`config.mk`:
```
export PLATFORM = sky130hd
export DESIGN_NAME = sc_stage_scheduler
export DESIGN_NICKNAME = d
export VERILOG_FILES = /design/src/rtl/sc_sched_pkg.sv /design/src/rtl/sc_lsb_pos.sv /design/src/rtl/sc_stage_scheduler.sv
export SDC_FILE = /design/constraint.sdc
export NUM_CORES = 1
export LEC_CHECK = 0
export BUFFER_PORTS_ARGS = -buffer_cell sky130_fd_sc_hd__buf_4
export CELL_PAD_IN_SITES_DETAIL_PLACEMENT = 1
export CELL_PAD_IN_SITES_GLOBAL_PLACEMENT = 1
export CORE_MARGIN = 2
export CORE_UTILIZATION = 45
export CTS_BUF_LIST = sky130_fd_sc_hd__clkbuf_4
export CTS_CLUSTER_DIAMETER = 40
export CTS_CLUSTER_SIZE = 12
export DETAILED_ROUTE_END_ITERATION = 7
export GPL_ROUTABILITY_DRIVEN = 0
export PLACE_DENSITY_LB_ADDON = 0.15
export SLEW_MARGIN = 25
export SYNTH_ARGS = -nofsm -noshare
export SYNTH_HDL_FRONTEND = slang
export SYNTH_HIERARCHICAL = 1
export SYNTH_SLANG_ARGS = --single-unit
```
`constraint.sdc`:
```
create_clock -name clk -period 2.72 [get_ports clk]
set_input_delay 0.408 -clock clk [delete_from_list [all_inputs] [get_ports clk]]
set_output_delay 0.408 -clock clk [all_outputs]
set_load 0.01 [all_outputs]
```
`src/rtl/sc_sched_pkg.sv`:
```
// -----------------------------------------------------------------------------
// sc_sched_pkg
// Shared types and helpers for the SC polar decoder stage scheduler.
//   op_type_e    : operation issued to the PE array / leaf unit (F, G, LEAF)
//   state_e      : scheduler walk state
//   stage_width(): bit width of a stage index for a 2^n_log-bit frame
//   passes()     : number of PE-array passes needed at a given stage
// -----------------------------------------------------------------------------
package sc_sched_pkg;

   localparam int unsigned OP_TYPE_W = 2;

   typedef enum logic [OP_TYPE_W-1:0] {
      OP_F    = 2'd0,
      OP_G    = 2'd1,
      OP_LEAF = 2'd2
   } op_type_e;

   typedef enum logic [1:0] {
      ST_IDLE = 2'd0,
      ST_OPS  = 2'd1,
      ST_LEAF = 2'd2
   } state_e;

   // Stage indices run 0..n_log-1; never narrower than one bit.
   function automatic int unsigned stage_width(input int unsigned n_log);
      return (n_log <= 1) ? 1 : $clog2(n_log);
   endfunction

   // A stage producing 2^s outputs on 2^p_log PEs needs 2^(s-p_log) passes,
   // or a single pass once the stage fits in the array.
   function automatic int unsigned passes(input int unsigned s,
                                          input int unsigned p_log);
      return (s >= p_log) ? (32'd1 << (s - p_log)) : 32'd1;
   endfunction

endpackage

```
`src/rtl/sc_lsb_pos.sv`:
```
// -----------------------------------------------------------------------------
// sc_lsb_pos
// Combinational lowest-set-bit position encoder. Used by the scheduler to find
// the stage at which a G operation re-enters the tree after a leaf group.
// Ports:
//   vec [N_LOG-1:0]              input vector
//   pos [stage_width(N_LOG)-1:0] index of the lowest set bit (0 when vec==0)
// -----------------------------------------------------------------------------
module sc_lsb_pos
   import sc_sched_pkg::*;
#(
   parameter int unsigned N_LOG = 3
) (
   input  logic [N_LOG-1:0]              vec,
   output logic [stage_width(N_LOG)-1:0] pos
);

   localparam int unsigned SW = stage_width(N_LOG);

   // Scan from the MSB down so the last hit, the lowest set bit, wins.
   // NOTE: every always_comb output gets a default first so no path leaves it
   // unassigned, which would otherwise infer a latch.
   always_comb begin
      pos = '0;
      for (int i = N_LOG - 1; i >= 0; i--) begin
         if (vec[i]) pos = SW'(i);
      end
   end

endmodule

```
`src/rtl/sc_stage_scheduler.sv`:
```
// -----------------------------------------------------------------------------
// sc_stage_scheduler
// Walks the full SC decoding tree of one 2^N_LOG-bit frame and issues one
// operation (F/G at a stage and pass, or a 2^LEAF_LOG-bit LEAF decision) per
// valid/ready handshake.
//
// Optional feature: define SC_SCHED_PERF_CNT_EN to add the perf_cycles output,
// a busy-cycle counter (stalls included) cleared at start and frozen at
// frame_done/abort.
//
// Ports:
//   clk, rst      clock, asynchronous active-high reset
//   start         begin frame (accepted in IDLE only)
//   abort         synchronous abort, highest priority
//   busy          frame in progress
//   op_valid      op fields valid
//   op_ready      consumer accepts op
//   op_type       0=F, 1=G, 2=LEAF
//   op_stage      stage s (output length 2^s); LEAF_LOG for LEAF
//   op_exe        remaining passes at this stage, counts down to 1
//   op_bit        first bit index of the current leaf group
//   frame_done    one-cycle pulse after the last LEAF handshake
//   perf_cycles   (SC_SCHED_PERF_CNT_EN only) busy-cycle count
// -----------------------------------------------------------------------------
module sc_stage_scheduler
   import sc_sched_pkg::*;
#(
   parameter int unsigned N_LOG    = 3,
   parameter int unsigned P_LOG    = 1,
   parameter int unsigned LEAF_LOG = 0
) (
   input  logic                          clk,
   input  logic                          rst,
   input  logic                          start,
   input  logic                          abort,
   output logic                          busy,
   output logic                          op_valid,
   input  logic                          op_ready,
   output logic [OP_TYPE_W-1:0]          op_type,
   output logic [stage_width(N_LOG)-1:0] op_stage,
   output logic [N_LOG-P_LOG-1:0]        op_exe,
   output logic [N_LOG-1:0]              op_bit,
   output logic                          frame_done
`ifdef SC_SCHED_PERF_CNT_EN
   ,
   output logic [31:0]                   perf_cycles
`endif
);

   localparam int unsigned SW    = stage_width(N_LOG);
   localparam int unsigned EXE_W = N_LOG - P_LOG;
   localparam int unsigned G_W   = N_LOG - LEAF_LOG;

   localparam logic [SW-1:0]    TOP_STAGE  = SW'(N_LOG - 1);
   localparam logic [SW-1:0]    LEAF_STAGE = SW'(LEAF_LOG);
   localparam logic [EXE_W-1:0] TOP_EXE    = EXE_W'(passes(N_LOG - 1, P_LOG));
   localparam logic [G_W-1:0]   G_LAST     = '1;

   state_e         state;
   op_type_e       type_q;
   logic [G_W-1:0] g;

   logic           handshake;
   logic [G_W-1:0] g_inc;
   logic [SW-1:0]  lsb_pos;
   logic [SW-1:0]  reentry_stage;
   logic [EXE_W-1:0] reentry_exe;
   logic [EXE_W-1:0] down_exe;

   assign handshake = op_valid & op_ready;
   assign g_inc     = g + G_W'(1);

   // The next leaf group g+1 shares its ancestors with group g up to the
   // lowest set bit of g+1; the G op re-enters the tree at that height.
   sc_lsb_pos #(
      .N_LOG (N_LOG)
   ) u_lsb_pos (
      .vec (N_LOG'(g_inc)),
      .pos (lsb_pos)
   );

   assign reentry_stage = LEAF_STAGE + lsb_pos;
   assign reentry_exe   = EXE_W'(passes(32'(reentry_stage), P_LOG));
   assign down_exe      = EXE_W'(passes(32'(op_stage) - 32'd1, P_LOG));

   assign op_type = type_q;
   assign op_bit  = N_LOG'(g) << LEAF_LOG;

   // NOTE: sequential state uses non-blocking assignments so every register
   // samples the pre-edge values of the others, independent of statement order.
   always_ff @(posedge clk or posedge rst) begin
      if (rst) begin
         state      <= ST_IDLE;
         busy       <= 1'b0;
         op_valid   <= 1'b0;
         type_q     <= OP_F;
         op_stage   <= TOP_STAGE;
         op_exe     <= TOP_EXE;
         g          <= '0;
         frame_done <= 1'b0;
      end else begin
         frame_done <= 1'b0;
         if (abort) begin
            // Abort wins over start and over a simultaneous handshake.
            state    <= ST_IDLE;
            busy     <= 1'b0;
            op_valid <= 1'b0;
            type_q   <= OP_F;
            op_stage <= TOP_STAGE;
            op_exe   <= TOP_EXE;
            g        <= '0;
         end else begin
            unique case (state)
               ST_IDLE: begin
                  if (start) begin
                     state    <= ST_OPS;
                     busy     <= 1'b1;
                     op_valid <= 1'b1;
                     type_q   <= OP_F;
                     op_stage <= TOP_STAGE;
                     op_exe   <= TOP_EXE;
                     g        <= '0;
                  end
               end
               ST_OPS: begin
                  if (handshake) begin
                     if (op_exe > EXE_W'(1)) begin
                        op_exe <= op_exe - EXE_W'(1);
                     end else if (op_stage > LEAF_STAGE) begin
                        type_q   <= OP_F;
                        op_stage <= op_stage - SW'(1);
                        op_exe   <= down_exe;
                     end else begin
                        state    <= ST_LEAF;
                        type_q   <= OP_LEAF;
                        op_stage <= LEAF_STAGE;
                        op_exe   <= EXE_W'(1);
                     end
                  end
               end
               ST_LEAF: begin
                  if (handshake) begin
                     if (g == G_LAST) begin
                        state      <= ST_IDLE;
                        busy       <= 1'b0;
                        op_valid   <= 1'b0;
                        type_q     <= OP_F;
                        op_stage   <= TOP_STAGE;
                        op_exe     <= TOP_EXE;
                        g          <= '0;
                        frame_done <= 1'b1;
                     end else begin
                        state    <= ST_OPS;
                        type_q   <= OP_G;
                        op_stage <= reentry_stage;
                        op_exe   <= reentry_exe;
                        g        <= g_inc;
                     end
                  end
               end
               default: begin
                  state    <= ST_IDLE;
                  busy     <= 1'b0;
                  op_valid <= 1'b0;
               end
            endcase
         end
      end
   end

`ifdef SC_SCHED_PERF_CNT_EN
   // Counts every cycle with busy high; busy drops with frame_done/abort,
   // which freezes the value until the next accepted start.
   always_ff @(posedge clk or posedge rst) begin
      if (rst) begin
         perf_cycles <= '0;
      end else if (state == ST_IDLE && start && !abort) begin
         perf_cycles <= '0;
      end else if (busy && !abort) begin
         perf_cycles <= perf_cycles + 32'd1;
      end
   end
`endif

endmodule

```
==> metrics.cfg, run 1 <==
[status]
outcome = completed

[yosys]
ys.flop_type = dfrtp_1
synthTopCellsByArea = dfrtp_1 31%, ha_1 11%, a21oi_1 6.7%
synth_fa_ha_area_frac = 0.1122
muxShareOfSynthArea = 0.04769
synth_warnings = 6
yosysTopAreaCellShare = 0.3086
synth_area_leader_cell = dfrtp_1
netlist_instances = 102
netlist_area_um2 = 892.1
synthSimpleGateAreaFrac = 0.2076
syn_avg_cell_area_um2 = 8.746
synth_xor_area_frac = 0
syn-num-nets = 115
synth_cell_types = 34
netlist_top_cells_count = 12 x a21oi_1, 11 x dfrtp_1, 9 x o21ai_0
synth-compound-area-share = 0.2104
synth.ff_latch_count = 13
yosysSeqAreaShare = 0.3675
yosysMostFrequentCell = a21oi_1
async_flop_share = 1.000
synth_top_family_by_area = compound AO/OA/AOI/OAI gates
synth-edff-count = 0

[global_routing]
grt_usage = 0.2211
grt_pass1_vias = 836
grt_pass1_wl_um = 4008
grt_use_met3 = 0.04321
gr-max-usage-layer = met2
antenna_found_initial = 0
grtUsageMet1 = 0.2781
grt_overflow = 0
use_met2 = 0.3634
grt_max_degree = 15

[power]
power.leakage_uw = 0.0004856
finalPower_uw = 851.3
p_per_area_nw_per_um2 = 805.2
ir_worst_vdd_mv = 0.3724

[floorplanning]
std_cell_rows = 16
dieArea_um2 = 2355
io_pins = 17
start_util = 0.4642
die_height_um = 48.53
die_w_um = 48.53
core_area_um2 = 1922

[clock_tree]
clockBufferDepth = 2
clk_latency_ns = 0.29
cts_num_sinks = 13
post_cts_buffers = 0
cts_tree = built
clk_pin_slew_worst_paths_ns = 0.09
cts_made_buffers = 3
root_buffer = clkbuf_4
holdBufCountCts = 0
cts_max_level = 1
cts_resized = 0

[sta]
finalCritPeriodShare = 0.7450
setup_violations = 0
rsz0062_at_grt = false
fmax_mhz = 493.5
worstMarginPinSlew_ns = 0.4976
period_needed_ns = 2.027
worst_clock_skew_ns = 0.004090
hold_viol_final = 0
slew_viol_final = 0
slew_headroom = 0.6588
tns_ns = 0

[hold_path]
hold_path.class = in2async

[critical_path]
r2r_cells = 6
cp.required_ns = 2.90
critPathLaunchType = flop
arrival_ns = 2.21
crit_path_max_fanout = 12
worst-setup-path-type = reg2reg
crit_path_end_kind = flop

[final_layout]
fin_nets = 132
syn_to_final_growth_pct = 18.51
drive_gt1_frac = 0.2203
final_design_area_no_fill_um2 = 1057
insertedDiodeCount = 0
final_core_util = 0.5501

[drt]
drtIter0Drc = 22
drc = 0
vias_per_cell = 5.648
num_vias = 819
post_drt_wl_per_cell_um = 16.28
ant_nets = 0
drt-total-wl_um = 2361
first_pass_iters = 4

[placement]
postPlaceCellArea_um2 = 1027
port-buffer-count = 16
hpwl_um = 1695

[flow_run]
maxCapViolCount = 0

-- layout by cell type (no fill, tap or decap), drive strengths merged, types with 2 or more instances in the layout --
master,synthesis,layout
nor3b,2,2
or3,2,2
nor3,2,2
clkbuf,3,4
nand3,3,3
nor2b,4,4
or2,2,2
nand2,8,8
mux2,2,2
ha,8,8
nor2,6,6
inv,8,8
o21ai,9,9
dfstp,2,2
a21oi,13,13
o22ai,2,2
buf,1,16
a211oi,2,2
mux2i,2,2
dfrtp,11,11
-- critical path, cell delays in order (launching register included) --
cell	delay, ns
dfrtp_1	0.43
inv_1	0.12
ha_1	0.38
a21boi_1	0.34
or2_1	0.25
a21oi_2	0.07
mux2_1	0.32
-- routing by layer --
metal	vias up	share of wire
met3	7	0.034
met5	-	0
met2	20	0.49
met1	399	0.45
li1	393	-
met4	0	0.022
-- area by class of cell --
| class | count | area (um^2) |
|---|---|---|
| clock buffers | 4 | 30.03 |
| fillers | 244 | 864.6 |
| inverters | 8 | 30.03 |
| multi-input cells | 77 | 515.5 |
| flip-flops and latches | 13 | 327.8 |
| well taps | 27 | 33.78 |
| repair buffers | 16 | 120.1 |
-- path summary, 6_finish.rpt --
path                       slack, ns          end  startpoint
min in group clk                0.39   op_type[0]       abort
max reg2reg                     0.69     state[0]    state[0]
max in group asynchronous       2.21  op_stage[1]         rst
max                             0.69     state[0]    state[0]
min reg2reg                     0.56   op_type[0]  op_type[0]
min                             0.15     op_valid         rst
-- power by group --
part	total, uW	internal (uW)	switching [uW]
clock	141	67.1	74.1
combinational	432	178	253
sequential	279	233	45.6
total	851	478	373
-- per-stage QoR --
step | worst slack [ns] | hold WS, ns | cells
detailed placement | 0.7416 | 0.4939 | 141
CTS | 0.7197 | 0.1737 | 145
global route | 0.5417 | 0.2000 | 145
floorplan | 0.9919 | 0.2835 | 102
finish | 0.6935 | 0.1459 | 145
global placement | 0.8265 | 0.4771 | 141
-- logic make-up after synthesis --
group,count (synthesis)
compound gates,31
mux,4
flops,13
fa+ha+maj,8
simple gates,34
buf+inv,12
-- sequential cells by signal (all words and copies together) (netlist names) --
| name | count |
|---|---|
| state | 2 |
| op_valid | 1 |
| op_bit | 3 |
| op_exe | 2 |
| op_type | 2 |
| op_stage | 2 |
| frame_done | 1 |
No activity file was read; power rests on OpenSTA's default activity.
==> run 2: changes to the inputs <==
- CORE_UTILIZATION: 45 -> 42
- clock period: 2.72 -> 2.1 ns (I/O delays scaled with it)
==> run 2 against run 1 <==
Compared with the run above: hold slack got worse by 0.077 ns; critical path depth unchanged; wire length increased by 4.7%; sequential power increased by 30%; final cell count increased by 1.4%; non-clock buffer count increased by 2; critical path type unchanged; largest cell class unchanged; largest power group unchanged.
==> metrics.cfg, run 2 (synthesized netlist as in run 1, its figures left out) <==
[status]
outcome = completed  ; unchanged

[critical_path]
r2r_cells = 6  ; unchanged
regToRegEndpoint = state[0]  ; unchanged
critPathLaunchType = flop  ; unchanged
crit_path_end_kind = flop  ; unchanged
path_buf_inv = 1  ; unchanged
rrSetupSlack_ns = 0.16  ; was 0.69 ns
worstPathCellList = inv_1 > ha_1 > nor2b_1 > or2_1 > a21oi_2 > mux2_1  ; was inv_1 > ha_1 > a21boi_1 > or2_1 > a21oi_2 > mux2_1
critPathMaxStageDelay_ns = 0.42  ; was 0.43 ns
cp.required_ns = 2.27  ; was 2.90 ns
crit_path_max_fanout = 6  ; was 12
timing.rr.start = state[0]  ; unchanged
path_depth = 6  ; unchanged
worst-setup-path-type = reg2reg  ; unchanged
arrival_ns = 2.11  ; was 2.21 ns
crit_family = simple AND/OR/NAND/NOR gates  ; was flip-flops
slowest_stage = dfrtp_1  ; unchanged

[power]
finalPower_uw = 1136  ; was 851.3 uW
pwr-share-seq = 0.318  ; was 0.327
power.leakage_uw = 0.0004925  ; was 0.0004856 uW
ir_worst_vdd_mv = 0.4752  ; was 0.3724 mV
clkPwrFrac = 0.159  ; was 0.166
pwr-share-comb = 0.523  ; was 0.507
p_int_uw = 636.5  ; was 478.1 uW
swShare = 0.4397  ; was 0.4384
switching_power_uw = 499.4  ; was 373.2 uW
p_per_area_nw_per_um2 = 1056  ; was 805.2 nW/um^2

[clock_tree]
cts_num_sinks = 13  ; unchanged
clockBufferDepth = 2  ; unchanged
cts_max_level = 1  ; unchanged
cts_made_buffers = 3  ; unchanged
root_buffer = clkbuf_4  ; unchanged
clk_latency_ns = 0.29  ; about the same
clk_pin_slew_worst_paths_ns = 0.09  ; about the same
cts_tree = built  ; unchanged

[flow_run]
maxCapViolCount = 0  ; unchanged

[drt]
vias_per_cell = 5.585  ; was 5.648
num_vias = 821  ; was 819
ant_nets = 0  ; unchanged
first_pass_iters = 4  ; unchanged
drtIter0Drc = 24  ; was 22
drc = 0  ; unchanged
drt-total-wl_um = 2472  ; was 2361 um
post_drt_wl_per_cell_um = 16.82  ; was 16.28 um

[sta]
worstMarginPinSlew_ns = 0.5580  ; was 0.4976 ns
slew_viol_final = 0  ; unchanged
setup_violations = 0  ; unchanged
fmax_mhz = 514.8  ; was 493.5 MHz
finalCritPeriodShare = 0.9250  ; was 0.7450
tns_ns = 0  ; unchanged
worst_clock_skew_ns = 0.005838  ; was 0.004090 ns
hold_viol_final = 0  ; unchanged
period_needed_ns = 1.942  ; was 2.027 ns
slew_headroom = 0.6276  ; was 0.6588
whs_ns = 0.06892  ; was 0.1459 ns
rsz0062_at_grt = false  ; unchanged

[final_layout]
fin_nets = 134  ; was 132
drive_gt1_frac = 0.2417  ; was 0.2203
final_cell_mix = 18 x buf_4, 12 x a21oi_1, 11 x dfrtp_1  ; was 16 x buf_4, 12 x a21oi_1, 11 x dfrtp_1
syn_to_final_growth_pct = 20.62  ; was 18.51%
insertedDiodeCount = 0  ; unchanged
largest_register_ffs = 3  ; unchanged
final_common_cell = buf_4  ; unchanged
instances_no_fill = 147  ; was 145

[global_routing]
grt_pass1_wl_um = 4271  ; was 4008 um
grt_overflow = 0  ; unchanged
grt_usage = 0.2263  ; was 0.2211
antenna_found_initial = 0  ; unchanged
grt_pass1_vias = 887  ; was 836
grt_max_degree = 15  ; unchanged

[placement]
dpl.cell_count = 143  ; was 141
port-buffer-count = 16  ; unchanged
hpwl_um = 1862  ; was 1695 um

[floorplanning]
die_w_um = 50.09  ; was 48.53 um
dieArea_um2 = 2509  ; was 2355 um^2
std_cell_rows = 16  ; unchanged
io_pins = 17  ; unchanged
core_area_um2 = 1982  ; was 1922 um^2
die_height_um = 50.09  ; was 48.53 um
start_util = 0.4501  ; was 0.4642

[hold_path]
hold_path.class = in2async  ; unchanged

[run 2: cell types whose count changed in the layout (fill, tap and decap cells not counted), sizes merged]
cell | previous run | this run
buf | 16 | 18
[run 2: per-stage QoR]
| step | utilization | area, um^2 | setup slack, ns |
|---|---|---|---|
| final | 0.5429 | 1076 | 0.1575 |
| after detailed placement | 0.5259 | 1042 | 0.1592 |
| after CTS | 0.5410 | 1072 | 0.1484 |
| after floorplan | - | 892.1 | 0.3719 |
| after global routing | 0.5429 | 1076 | 0.07345 |
| after global placement | 0.5259 | 1042 | 0.2701 |
[run 2: power by group through the flow]
| stage | logic [uW] | registers (uW) | clock network [uW] |
|---|---|---|---|
| after global placement | 555 | 359 | 0 |
| final | 594 | 362 | 180 |
| after floorplan | 390 | 364 | 0 |
| after CTS | 579 | 362 | 184 |
| after detailed placement | 572 | 367 | 0 |
| after global routing | 659 | 371 | 193 |
[run 2: final cells by class]
class                   instances  area (um^2)
flip-flops and latches         13        327.8
fillers                       248        905.9
repair buffers                 18        135.1
multi-input cells              77        519.2
inverters                       8        30.03
clock buffers                   4        30.03
well taps                      27        33.78
[run 2: how the worst max path moves through the flow]
stage,end,start,slack (ns)
final,state[0],state[0],0.16
after global routing,state[0],state[0],0.07
after CTS,op_exe[0],state[0],0.15
after detailed placement,op_exe[0],state[0],0.16
after global placement,state[0],state[0],0.27
after floorplan,op_stage[1],op_bit[0],0.37
[run 2: repair_timing]
action	4_1_cts	5_1_grt
endpoints found under the hold margin	0	0
hold buffers	0	0
endpoints found under the setup margin	0	2
setup buffers	0	0
gates resized for setup	0	1
[run 2: per-layer routing]
metal	share of wire	wire, um	vias up	global-route usage
met1	0.46	1133	398	0.2968
met3	0.039	97	5	0.03939
met5	0	0	-	0
li1	-	-	399	-
met4	0.015	36	0	0.06944
met2	0.49	1205	19	0.3750
==> run 3: changes to the inputs <==
- CELL_PAD_IN_SITES_DETAIL_PLACEMENT: 1 -> not set
- CELL_PAD_IN_SITES_GLOBAL_PLACEMENT: 1 -> not set
- CORE_UTILIZATION: 42 -> 56
==> run 3 against run 2 <==
Compared with the run above: first-iteration DRC count rose by 21%; maximum frequency rose by 1.6%; clock power fell by 6%; register-to-register slack improved by 0.03 ns; critical path depth did not move; hold slack got worse by 0.0046 ns; via count fell by 2.4%; final cell count fell by 7.5%; clock skew fell by 0.00061 ns; power fell by 3.9%; utilization rose by 16 points.
==> metrics.cfg, run 3 (synthesized netlist as in run 1, its figures left out) <==
[placement]
port-buffer-count = 16  ; unchanged
hpwl_um = 1420  ; was 1862 um

[clock_tree]
cts_resized = 0  ; unchanged
cts_num_sinks = 13  ; unchanged
root_buffer = clkbuf_4  ; unchanged
cts_tree = built  ; unchanged
holdBufCountCts = 0  ; unchanged
cts_max_level = 1  ; unchanged
clk_latency_ns = 0.28  ; was 0.29 ns
cts_made_buffers = 3  ; unchanged
clk_pin_slew_worst_paths_ns = 0.08  ; was 0.09 ns
clockBufferDepth = 2  ; unchanged
post_cts_buffers = 0  ; unchanged

[final_layout]
fin_nets = 134  ; unchanged
insertedDiodeCount = 0  ; unchanged
fillCellCount = 129  ; was 248
final_common_cell = buf_4  ; unchanged
syn_to_final_growth_pct = 18.65  ; was 20.62%
final_cell_mix = 18 x buf_4, 12 x a21oi_1, 11 x dfrtp_1  ; unchanged
drive_gt1_frac = 0.2333  ; was 0.2417
largest_register_ffs = 3  ; unchanged

[floorplanning]
std_cell_rows = 14  ; was 16
die_w_um = 43.91  ; was 50.09 um
start_util = 0.5922  ; was 0.4501
die_height_um = 43.91  ; was 50.09 um
io_pins = 17  ; unchanged
core_area_um2 = 1506  ; was 1982 um^2
dieArea_um2 = 1928  ; was 2509 um^2

[critical_path]
rrSetupSlack_ns = 0.19  ; was 0.16 ns
worst-setup-path-type = reg2reg  ; unchanged
r2r_cells = 6  ; unchanged
crit_path_max_fanout = 6  ; unchanged
regToRegEndpoint = state[0]  ; unchanged
critPathLaunchType = flop  ; unchanged
cp-startpoint = state[0]  ; unchanged
cp.required_ns = 2.27  ; about the same
crit_path_end_kind = flop  ; unchanged
arrival_ns = 2.08  ; was 2.11 ns
crit_path_end = state[0]  ; unchanged
timing.rr.start = state[0]  ; unchanged

[drt]
vias_per_cell = 5.890  ; was 5.585
drtIter0Drc = 29  ; was 24
drt-total-wl_um = 1950  ; was 2472 um
num_vias = 801  ; was 821
post_drt_wl_per_cell_um = 14.34  ; was 16.82 um
first_pass_iters = 4  ; unchanged
ant_nets = 0  ; unchanged
drc = 0  ; unchanged

[sta]
period_needed_ns = 1.911  ; was 1.942 ns
setup_violations = 0  ; unchanged
finalCritPeriodShare = 0.9101  ; was 0.9250
slew_viol_final = 0  ; unchanged
slew_headroom = 0.6525  ; was 0.6276
worst_clock_skew_ns = 0.005231  ; was 0.005838 ns
tns_ns = 0  ; unchanged
worstMarginPinSlew_ns = 0.5207  ; was 0.5580 ns
hold_viol_final = 0  ; unchanged
rsz0062_at_grt = false  ; unchanged
fmax_mhz = 523.2  ; was 514.8 MHz

[hold_path]
hold_path.class = in2async  ; unchanged

[power]
ir_worst_vdd_mv = 0.7092  ; was 0.4752 mV
power.leakage_uw = 0.0004961  ; was 0.0004925 uW
finalPower_uw = 1092  ; was 1136 uW
p_per_area_nw_per_um2 = 1031  ; was 1056 nW/um^2

[flow_run]
maxCapViolCount = 0  ; unchanged

[global_routing]
grt_pass1_wl_um = 3180  ; was 4271 um
grt_max_degree = 15  ; unchanged
grt_overflow = 0  ; unchanged
grt_pass1_vias = 718  ; was 887
antenna_found_initial = 0  ; unchanged
grt_usage = 0.2244  ; was 0.2263

[status]
outcome = completed  ; unchanged

[run 3: final cells by class]
class	instances	area, um^2	share of cell area
Multi-Input combinational cell	77	515.5	0.4870
Sequential cell	13	327.8	0.3097
Clock buffer	4	30.03	0.02837
Tap cell	16	20.02	0.01891
Timing Repair Buffer	18	135.1	0.1277
Inverter	8	30.03	0.02837
[run 3: how the worst min path moves through the flow]
stage                            end  slack [ns]  cells past startpoint
after floorplan           frame_done        0.19                      1
after global placement     op_bit[0]        0.37                      2
after detailed placement   op_bit[0]        0.38                      2
after CTS                  op_bit[2]        0.07                      2
after global routing       op_bit[2]        0.10                      2
final                       state[1]        0.06                      2
[run 3: routing by layer]
| metal | vias to the layer above | global-route usage | share of wire |
|---|---|---|---|
| met2 | 33 | 0.3735 | 0.47 |
| li1 | 401 | - | - |
| met1 | 363 | 0.2950 | 0.46 |
| met3 | 4 | 0.02500 | 0.050 |
| met4 | 0 | 0.09091 | 0.015 |
| met5 | - | 0 | 0 |
[run 3: power by group]
group | internal, uW | total [uW] | leakage [uW] | switching (uW)
registers | 302 | 361 | 0.000172 | 59.3
logic | 240 | 561 | 0.000305 | 321
clock network | 86.7 | 170 | 0.0000184 | 83.1
total | 629 | 1090 | 0.000496 | 463
[run 3: worst max-delay path: stages (launching register included)]
cell,delay [ns]
dfrtp_1,0.43
inv_1,0.11
ha_1,0.29
nor2b_1,0.17
or2_1,0.27
a21oi_2,0.20
mux2_1,0.34
[run 3: stage by stage]
step	hold slack, ns	utilization	area (um^2)	setup WS [ns]	cells
after CTS	0.07148	0.7027	1059	0.2018	136
final	0.06431	0.7027	1059	0.1888	136
after detailed placement	0.3776	0.6827	1028	0.2344	132
after global routing	0.1001	0.7027	1059	0.03979	136
after floorplan	0.1905	-	892.1	0.3719	102
after global placement	0.3672	0.6827	1028	0.3030	132
